[src/rtl/ram_arb_pkg.sv]
// Shared types for the RAM bank arbiter.
// Owner encoding and burst counter sizing.
package ram_arb_pkg;

  typedef enum logic [1:0] {
    OWN_NONE = 2'd0,
    OWN_R0   = 2'd1,
    OWN_R1   = 2'd2
  } owner_e;

  localparam int DEFAULT_MAX_BURST = 16;

  function automatic int burst_cnt_w(input int max_burst);
    return $clog2(max_burst + 1);
  endfunction

endpackage

[src/rtl/ram_bank_arbiter_rr_pick2.sv]
// Two-way round-robin picker.
// On contention the side not granted last wins.
module rr_pick2 (
  input  logic [1:0] req,
  input  logic       last,
  output logic [1:0] gnt
);

  // Prefer the requester that was not served last
  always_comb begin
    gnt = 2'b00;
    unique case (req)
      2'b01:   gnt = 2'b01;
      2'b10:   gnt = 2'b10;
      2'b11:   gnt = last ? 2'b01 : 2'b10;
      default: gnt = 2'b00;
    endcase
  end

endmodule

[src/rtl/ram_bank_arbiter.sv]
// Shares one RAM port between two requesters.
// Round-robin with bounded burst lock.
module ram_bank_arbiter
  import ram_arb_pkg::*;
#(
  parameter int ADDR_WIDTH = 12,
  parameter int DATA_WIDTH = 64,
  parameter int MAX_BURST  = DEFAULT_MAX_BURST
) (
  input  logic                  clk,
  input  logic                  rstn,
  input  logic                  req0,
  input  logic                  lock0,
  input  logic [ADDR_WIDTH-1:0] addr0,
  input  logic                  we0,
  input  logic [DATA_WIDTH-1:0] wdata0,
  output logic                  gnt0,
  output logic                  rvalid0,
  output logic [DATA_WIDTH-1:0] rdata0,
  input  logic                  req1,
  input  logic                  lock1,
  input  logic [ADDR_WIDTH-1:0] addr1,
  input  logic                  we1,
  input  logic [DATA_WIDTH-1:0] wdata1,
  output logic                  gnt1,
  output logic                  rvalid1,
  output logic [DATA_WIDTH-1:0] rdata1,
  output logic [ADDR_WIDTH-1:0] ram_addr,
  output logic                  ram_we,
  output logic [DATA_WIDTH-1:0] ram_wdata,
  input  logic [DATA_WIDTH-1:0] ram_rdata,
  output logic                  busy
);

  localparam int CW = burst_cnt_w(MAX_BURST);
  localparam logic [CW-1:0] MAX_CNT = CW'(MAX_BURST);

  owner_e        owner_q, owner_d;
  logic          last_q, last_d;
  logic [CW-1:0] cnt_q, cnt_d;
  logic [CW-1:0] cnt_inc;
  logic [1:0]    pick;
  logic [1:0]    gnt;
  logic          hold0, hold1;
  logic          at_limit;

  rr_pick2 u_pick (
    .req  ({req1, req0}),
    .last (last_q),
    .gnt  (pick)
  );

  assign hold0    = (owner_q == OWN_R0) && req0;
  assign hold1    = (owner_q == OWN_R1) && req1;
  assign at_limit = (cnt_q == MAX_CNT);
  assign cnt_inc  = at_limit ? cnt_q : cnt_q + CW'(1);

  // Grant: locked owner keeps the port until its burst budget runs out
  always_comb begin
    gnt = 2'b00;
    if (!rstn) begin
      gnt = 2'b00;
    end else if (hold0) begin
      gnt = (at_limit && req1) ? 2'b10 : 2'b01;
    end else if (hold1) begin
      gnt = (at_limit && req0) ? 2'b01 : 2'b10;
    end else begin
      gnt = pick;
    end
  end

  assign gnt0 = gnt[0];
  assign gnt1 = gnt[1];

  // Beat mux toward the RAM port; idle port drives zeros
  always_comb begin
    ram_we    = 1'b0;
    ram_addr  = '0;
    ram_wdata = '0;
    unique case (1'b1)
      gnt[0]: begin
        ram_we    = we0;
        ram_addr  = addr0;
        ram_wdata = wdata0;
      end
      gnt[1]: begin
        ram_we    = we1;
        ram_addr  = addr1;
        ram_wdata = wdata1;
      end
      default: ;
    endcase
  end

  // Ownership, burst count and rr pointer for the next cycle
  always_comb begin
    owner_d = OWN_NONE;
    cnt_d   = '0;
    last_d  = last_q;
    if (gnt[0]) begin
      last_d = 1'b0;
      if (lock0) begin
        owner_d = OWN_R0;
        cnt_d   = (owner_q == OWN_R0) ? cnt_inc : CW'(1);
      end
    end else if (gnt[1]) begin
      last_d = 1'b1;
      if (lock1) begin
        owner_d = OWN_R1;
        cnt_d   = (owner_q == OWN_R1) ? cnt_inc : CW'(1);
      end
    end
  end

  // State registers; last=1 makes requester 0 preferred after reset
  always_ff @(posedge clk or negedge rstn) begin
    if (!rstn) begin
      owner_q <= OWN_NONE;
      cnt_q   <= '0;
      last_q  <= 1'b1;
    end else begin
      owner_q <= owner_d;
      cnt_q   <= cnt_d;
      last_q  <= last_d;
    end
  end

  // Read-valid pipeline matching the 1-cycle RAM latency
  always_ff @(posedge clk or negedge rstn) begin
    if (!rstn) begin
      rvalid0 <= 1'b0;
      rvalid1 <= 1'b0;
    end else begin
      rvalid0 <= gnt[0] & ~we0;
      rvalid1 <= gnt[1] & ~we1;
    end
  end

  assign rdata0 = ram_rdata;
  assign rdata1 = ram_rdata;
  assign busy   = (|gnt) | (owner_q != OWN_NONE);

endmodule
[config.mk]
export PLATFORM = sky130hd
export DESIGN_NAME = ram_bank_arbiter
export DESIGN_NICKNAME = d
export VERILOG_FILES = /design/src/rtl/ram_arb_pkg.sv /design/src/rtl/ram_bank_arbiter_rr_pick2.sv /design/src/rtl/ram_bank_arbiter.sv
export SDC_FILE = /design/constraint.sdc
export NUM_CORES = 1
export LEC_CHECK = 0
export CAP_MARGIN = 10
export CORE_AREA = 2 2 168 170
export DETAILED_ROUTE_END_ITERATION = 10
export DIE_AREA = 0 0 170 172
export GPL_TIMING_DRIVEN = 1
export SLEW_MARGIN = 10
export SYNTH_ARGS = -nofsm -noshare
export SYNTH_HDL_FRONTEND = slang
export SYNTH_SLANG_ARGS = --single-unit
[constraint.sdc]
create_clock -name clk -period 4.1 [get_ports clk]
set_input_delay 1.23 -clock clk [delete_from_list [all_inputs] [get_ports clk]]
set_output_delay 1.23 -clock clk [all_outputs]
set_load 0.02 [all_outputs]
==> out/qor.yml <==
sta:
  skew_ns: 0.000611
  tightest_slew_ns: 0.309
  fmax_mhz: 246
  hold_viol_final: 0
  period_share: 0.991
  fin_crit_ns: 4.06
  drv_slew: 0
  slew_headroom: 0.794
  setup_viol: 0
  rsz0062_at_grt: "yes"
layout:
  fin_util: 0.167
  diodes: 0
  final_area_um2: 4580
  nets: 642
  multiInputGateArea_um2: 1020
  drive_gt1_frac: 0.255
  fillers: 3096
  regArea_um2: 251
  area_growth_pct: 95.8
global_routing:
  antenna_found_initial: 2
  grt_use_total: 0.0849
  grt_max_degree: 36
  grt_pass1_vias: 2461
  grt_pass1_wl_um: 17400
  grt-ovfl-total: 0
critical_path:
  crit_start: "cnt_q[0]$_DFF_PN0_"
  critPathTopFamily: "buffers and inverters"
  path_buf_inv: 7
  path_max_fanout: 6
  critPathCaptureType: "output pin"
  worstPathCellList: "inv_1 -> ha_1 -> nor4bb_1 -> buf_4 -> buf_4 -> a2111o_1 -> and4_4 -> buf_16 -> buf_8 -> buf_6 -> a22o_4 -> buf_6"
  startpoint_type: "register"
  timing.rr.start: "cnt_q[0]$_DFF_PN0_"
  required_ns: 2.87
  crit_path_max_incr_delay_ns: 0.41
  critPathArrivalTime_ns: 2.83
  cpMaxStageDelayCell: "dfrtp_1"
  criticalPathCategory: "reg2out"
die:
  core_um2: 27500
  die_h_um: 172
  rows: 61
  die_area_um2: 29200
  pin_count: 434
  die_w_um: 170
  initial_core_util: 0.0852
synthesis:
  synth.distinct_cells: 35
  syn-num-nets: 509
  netlist_instances: 283
  syn_avg_cell_area_um2: 8.27
  syn_area_um2: 2340
  synth_seq_area_share: 0.107
  ys_ff_latch: 10
  yosys_warnings: 0
cts:
  path_clk_slew_ns: 0.04
  ctsHoldBuffers: 0
  cts_buffer_depth: 2
  insertion_delay_ns: 0.23
  cts.sinks: 10
  htree_num_levels: 1
  numCtsBuffers: 3
  tritoncts: "done"
  cts_root_buf: "clkbuf_16"
place:
  hpwl_um: 10500
  io_buffers: 241
  dpl_cell_area_um2: 4250
  place_congestion: 0.744
pwr:
  max-vdd-ir-drop_mv: 0.104
  cellLeakagePower_nw: 1.87
  cellPowerDensity_nw_per_um2: 179
worst_hold_path:
  hp-class: "reg2reg"
  min-delay-start: "last_q$_DFFE_PN1P_"
detailed_routing:
  num_vias: 2603
  drt_iter0_drc: 47
  drc: 0
  first_pass_iters: 4
  ant_nets: 0
  avgRoutedWirePerCell_um: 19.2
  wl_um: 14600
  detail_route.vias_per_cell: 3.42
status:
  status: "finished, final reports clean"
flow_run:
  drv_cap: 0
repair_timing:
item / CTS / global route
resized for setup: 181 / 59
gates cloned: 6 / 1
setup endpoints to repair: 80 / 64
setup buffers: 12 / 4
pin swaps: 3 / 2
routing by layer:
| layer | wire length [µm] | vias to the layer above | GRT usage |
|---|---|---|---|
| met5 | 0 | - | 0 |
| met4 | 732 | 0 | 0.0420 |
| met3 | 1510 | 79 | 0.0266 |
| met2 | 6890 | 210 | 0.140 |
| met1 | 5460 | 1156 | 0.100 |
| li1 | - | 1158 | - |
stage by stage:
step | setup TNS, ns | hold WS [ns] | setup WS [ns] | total power [W] | cells
finish | 0 | 0.543 | 0.0352 | 0.000821 | 761
global route | -1.62 | 0.559 | -0.0897 | 0.000862 | 761
CTS | 0 | 0.546 | 0.000113 | 0.000833 | 756
detailed placement | -37.37 | 0.524 | -0.555 | 0.000606 | 734
global placement | -34.92 | 0.524 | -0.522 | 0.000604 | 734
floorplan | 0 | 0.509 | 0.476 | 0.000479 | 283
path summary, 6_finish.rpt:
| kind | depth (start not counted) | endpoint | slack (ns) |
|---|---|---|---|
| max | 12 | ram_wdata[50] | 0.04 |
| min | 1 | last_q$_DFFE_PN1P_ | 0.54 |
| max reg2reg | 12 | rvalid0$_DFF_PN0_ | 1.49 |
| min reg2reg | 1 | last_q$_DFFE_PN1P_ | 0.54 |
| max in group asynchronous | 3 | last_q$_DFFE_PN1P_ | 2.66 |
| min in group asynchronous | 3 | owner_q[0]$_DFF_PN0_ | 1.22 |
cells in the mapped netlist, drive strengths merged:
master,instances,area share
o21ai,1,0.0021
mux2i,1,0.0043
a31oi,1,0.0027
xnor2,3,0.011
inv,5,0.0080
mux2,1,0.0048
xor2,2,0.0075
nor3b,1,0.0032
and2,2,0.0053
nand4,2,0.0053
ha,2,0.011
a2111o,1,0.0048
nand2,3,0.0048
o2111ai,1,0.0037
a21o,1,0.0032
nand3b,2,0.0064
nand3,4,0.0086
nand2b,1,0.0027
nor2b,3,0.0080
a22o,77,0.29
and3b,1,0.0037
nor4bb,1,0.0043
a211oi,1,0.0032
and4,1,0.0048
dfrtp,9,0.096
a21oi,2,0.0043
and3,2,0.0053
or4,1,0.0032
dfstp,1,0.011
a2bb2oi,1,0.0037
nor2,1,0.0016
a21boi,1,0.0032
buf,147,0.46
power by group:
group / total, W / internal (W) / switching, W / leakage, nW
Clock: 0.000188 / 0.000146 / 0.0000421 / 0.0442
Sequential: 0.000109 / 0.000104 / 0.00000532 / 0.134
Combinational: 0.000523 / 0.000302 / 0.000221 / 1.69
final cells by class:
cell class / instances / area share
Inverter: 5 / 0.00410
Timing Repair Buffer: 275 / 0.604
Tap cell: 346 / 0.0945
Sequential cell: 10 / 0.0549
Clock buffer: 4 / 0.0194
Multi-Input combinational cell: 121 / 0.223
kinds of logic after synthesis:
kind of cell	after synthesis	share of synthesized area
AOI/OAI and AO/OA	87	0.319
adders and majority gates	2	0.0107
buffers and inverters	152	0.467
muxes	2	0.00909
xor gates and xnor gates	5	0.0187
DFF	10	0.107
and+or+nand+nor	25	0.0674
sequential cells by signal (all words and copies together) (netlist names):
signal and flops:
rvalid0 1, owner_q 2, rvalid1 1, last_q 1
cnt_q 5
layout by cell type (no fill, tap or decap), types with 2 or more instances in the layout:
master           Yosys  final
clkdlybuf4s15_2      0     19
clkbuf_16            0      4
ha_1                 2      2
dlygate4sd2_1        0     11
xnor2_1              3      3
buf_6                3      5
nor2b_1              3      3
buf_2               16      8
xor2_1               2      2
inv_1                5      5
nand4_1              2      2
buf_4              128     20
nand2_1              3      2
nand3_1              4      4
a21oi_1              2      2
and3_1               2      2
clkbuf_2             0     25
nand3b_1             2      2
buf_16               0      6
buf_12               0      9
a22o_1              77     76
clkdlybuf4s15_1      0     11
dfrtp_1              9      9
clkdlybuf4s50_1      0    158
Note: power is estimated with default switching activity, not from simulation.
==> edit, RTL diff (config.mk and constraints unchanged) <==
Set the parameter `ADDR_WIDTH` to 11 (it was 12).
--- a/src/rtl/ram_bank_arbiter.sv
+++ b/src/rtl/ram_bank_arbiter.sv
@@ -3,7 +3,7 @@
 module ram_bank_arbiter
   import ram_arb_pkg::*;
 #(
-  parameter int ADDR_WIDTH = 12,
+  parameter int ADDR_WIDTH = 11,
   parameter int DATA_WIDTH = 64,
   parameter int MAX_BURST  = DEFAULT_MAX_BURST
 ) (
Ports: changed (resized addr0, addr1 and ram_addr); port bits go from 434 to 431. The function was not compared with the original's and may differ.
==> edit against the unedited design <==
- global-route usage shrank 1.4 points
- register-to-register slack better by 0.34 ns
- largest cell class unchanged
- area after synthesis shrank 0.32%
- final area fell by 3.6%
- count of clock-buffer cells in the layout did not move
- die area is the same
- critical path type is now input port to output pin
- setup slack better by 0.041 ns
- power is 1.0% lower
- sequential cell count is the same
- largest power group unchanged
- wire length decreased by 19%
==> edit: results (changes against the unedited design) <==
* Placed Instances at 733 (-0.14%)
* Pre-CTS WS at -0.428 ns (+0.127 ns)
* Met1 GRT Util at 0.0682 (-0.0318)
* Vias in the first global route at 2495 (+1.4%)
* Area of the multi-input gates at 990 µm² (-3.3%)
* Placed Instance Area at 0.00423 mm² (-0.32%)
* Fraction of area in multi-input gates at 0.224 (+0.000768)
* Share of cells above drive strength 1 at 0.232 (-0.0235)
* Multi-input comb cells at 119 (-1.7%)
* Synth Area per Inst at 8.30 µm² (+0.39%)
* Clock Network Area Fraction at 0.0179 (-0.00154)
* Seq/Total Area, Yosys at 0.108 (+0.000346)
* DP Wirelength at 8.68 mm (-17%)
* GPL Wtd Cong at 0.741 (-0.38%)
* Met3 usage at 0.0165 (-0.0101)
* Vias per inst at 3.38 (-1.2%)
* Slowest CP cell: a2111o_1
* Clock Skew at 0.00394 ns (+0.00333 ns)
* Antenna violations before repair at 1 (-1)
* Largest net degree at the start of global routing at 30 (-17%)
* # fillers at 3147 (+1.6%)
* Data buffer area share at 0.599 (-0.00501)
* Post-Layout Cell Count at 747 (-1.8%)
* Area contributors post-synth: buf_4 (41%), a22o_1 (29%), dfrtp_1 (9.7%)
* Crit Path Max Fanout at 12 (+6)
* Status: finished, final reports clean
* Top cells by count, synth: buf_4 (128), a22o_1 (76), buf_2 (9), dfrtp_1 (9)
* Max incr delay on CP at 0.30 ns (-0.11 ns)
* Final net count at 626 (-2.5%)
* Crit path DAT at 2.79 ns (-0.04 ns)
edit: cell count changes in the layout (fill, tap and decap cells not counted), moves of 2 or more:
cell / delta
buf_2: +22
clkbuf_2: -23
bufbuf_16: +3
buf_16: -2
clkdlybuf4s15_2: +2
clkdlybuf4s50_1: -2
clkdlybuf4s15_1: -9
buf_6: -4
dlygate4sd2_1: +8
buf_4: -3
buf_12: -2
edit: timing repair:
item	4_1_cts	5_1_grt
pin swaps	2	1
resized for setup	223	11
gates cloned	7	0
buffers inserted	3	0
hold buffers	0	0
setup endpoints to repair	79	42
edit: worst min-delay path: cells and delay by family (launching register included):
family                 cells  cell delay, ns
AO/OA/AOI/OAI              1            0.07
buffers and inverters      1            0.07
flip-flops                 1            0.37
edit: worst paths after layout:
path / endpoint / slack (ns) / cells past startpoint
min in group asynchronous: cnt_q[0] / 1.17 / 3
setup / recovery: ram_wdata[48] / 0.08 / 7
max in group asynchronous: last_q / 2.71 / 3
hold reg to reg: last_q / 0.52 / 2
hold / removal: last_q / 0.52 / 2
setup reg to reg: rvalid1 / 1.83 / 9
edit: metal layers:
layer | wire [µm] | vias to the layer above
met4 | 748 | 0
met2 | 6030 | 220
met3 | 1150 | 80
li1 | - | 1127
met5 | 0 | -
met1 | 3920 | 1097
edit: kinds of logic after synthesis:
| family | after synthesis | synth area share |
|---|---|---|
| AO/OA/AOI/OAI | 85 | 0.314 |
| XOR/XNOR | 5 | 0.0188 |
| adder cells (fa/ha/maj) | 2 | 0.0107 |
| buffers and inverters | 152 | 0.472 |
| flip-flops | 10 | 0.108 |
| multiplexers | 2 | 0.00912 |
| AND/OR/NAND/NOR | 25 | 0.0676 |
edit: report_power, final:
group          switching, mW  internal (mW)
Sequential           0.00514          0.105
Clock                 0.0418          0.130
Combinational          0.224          0.307
Total                  0.271          0.542
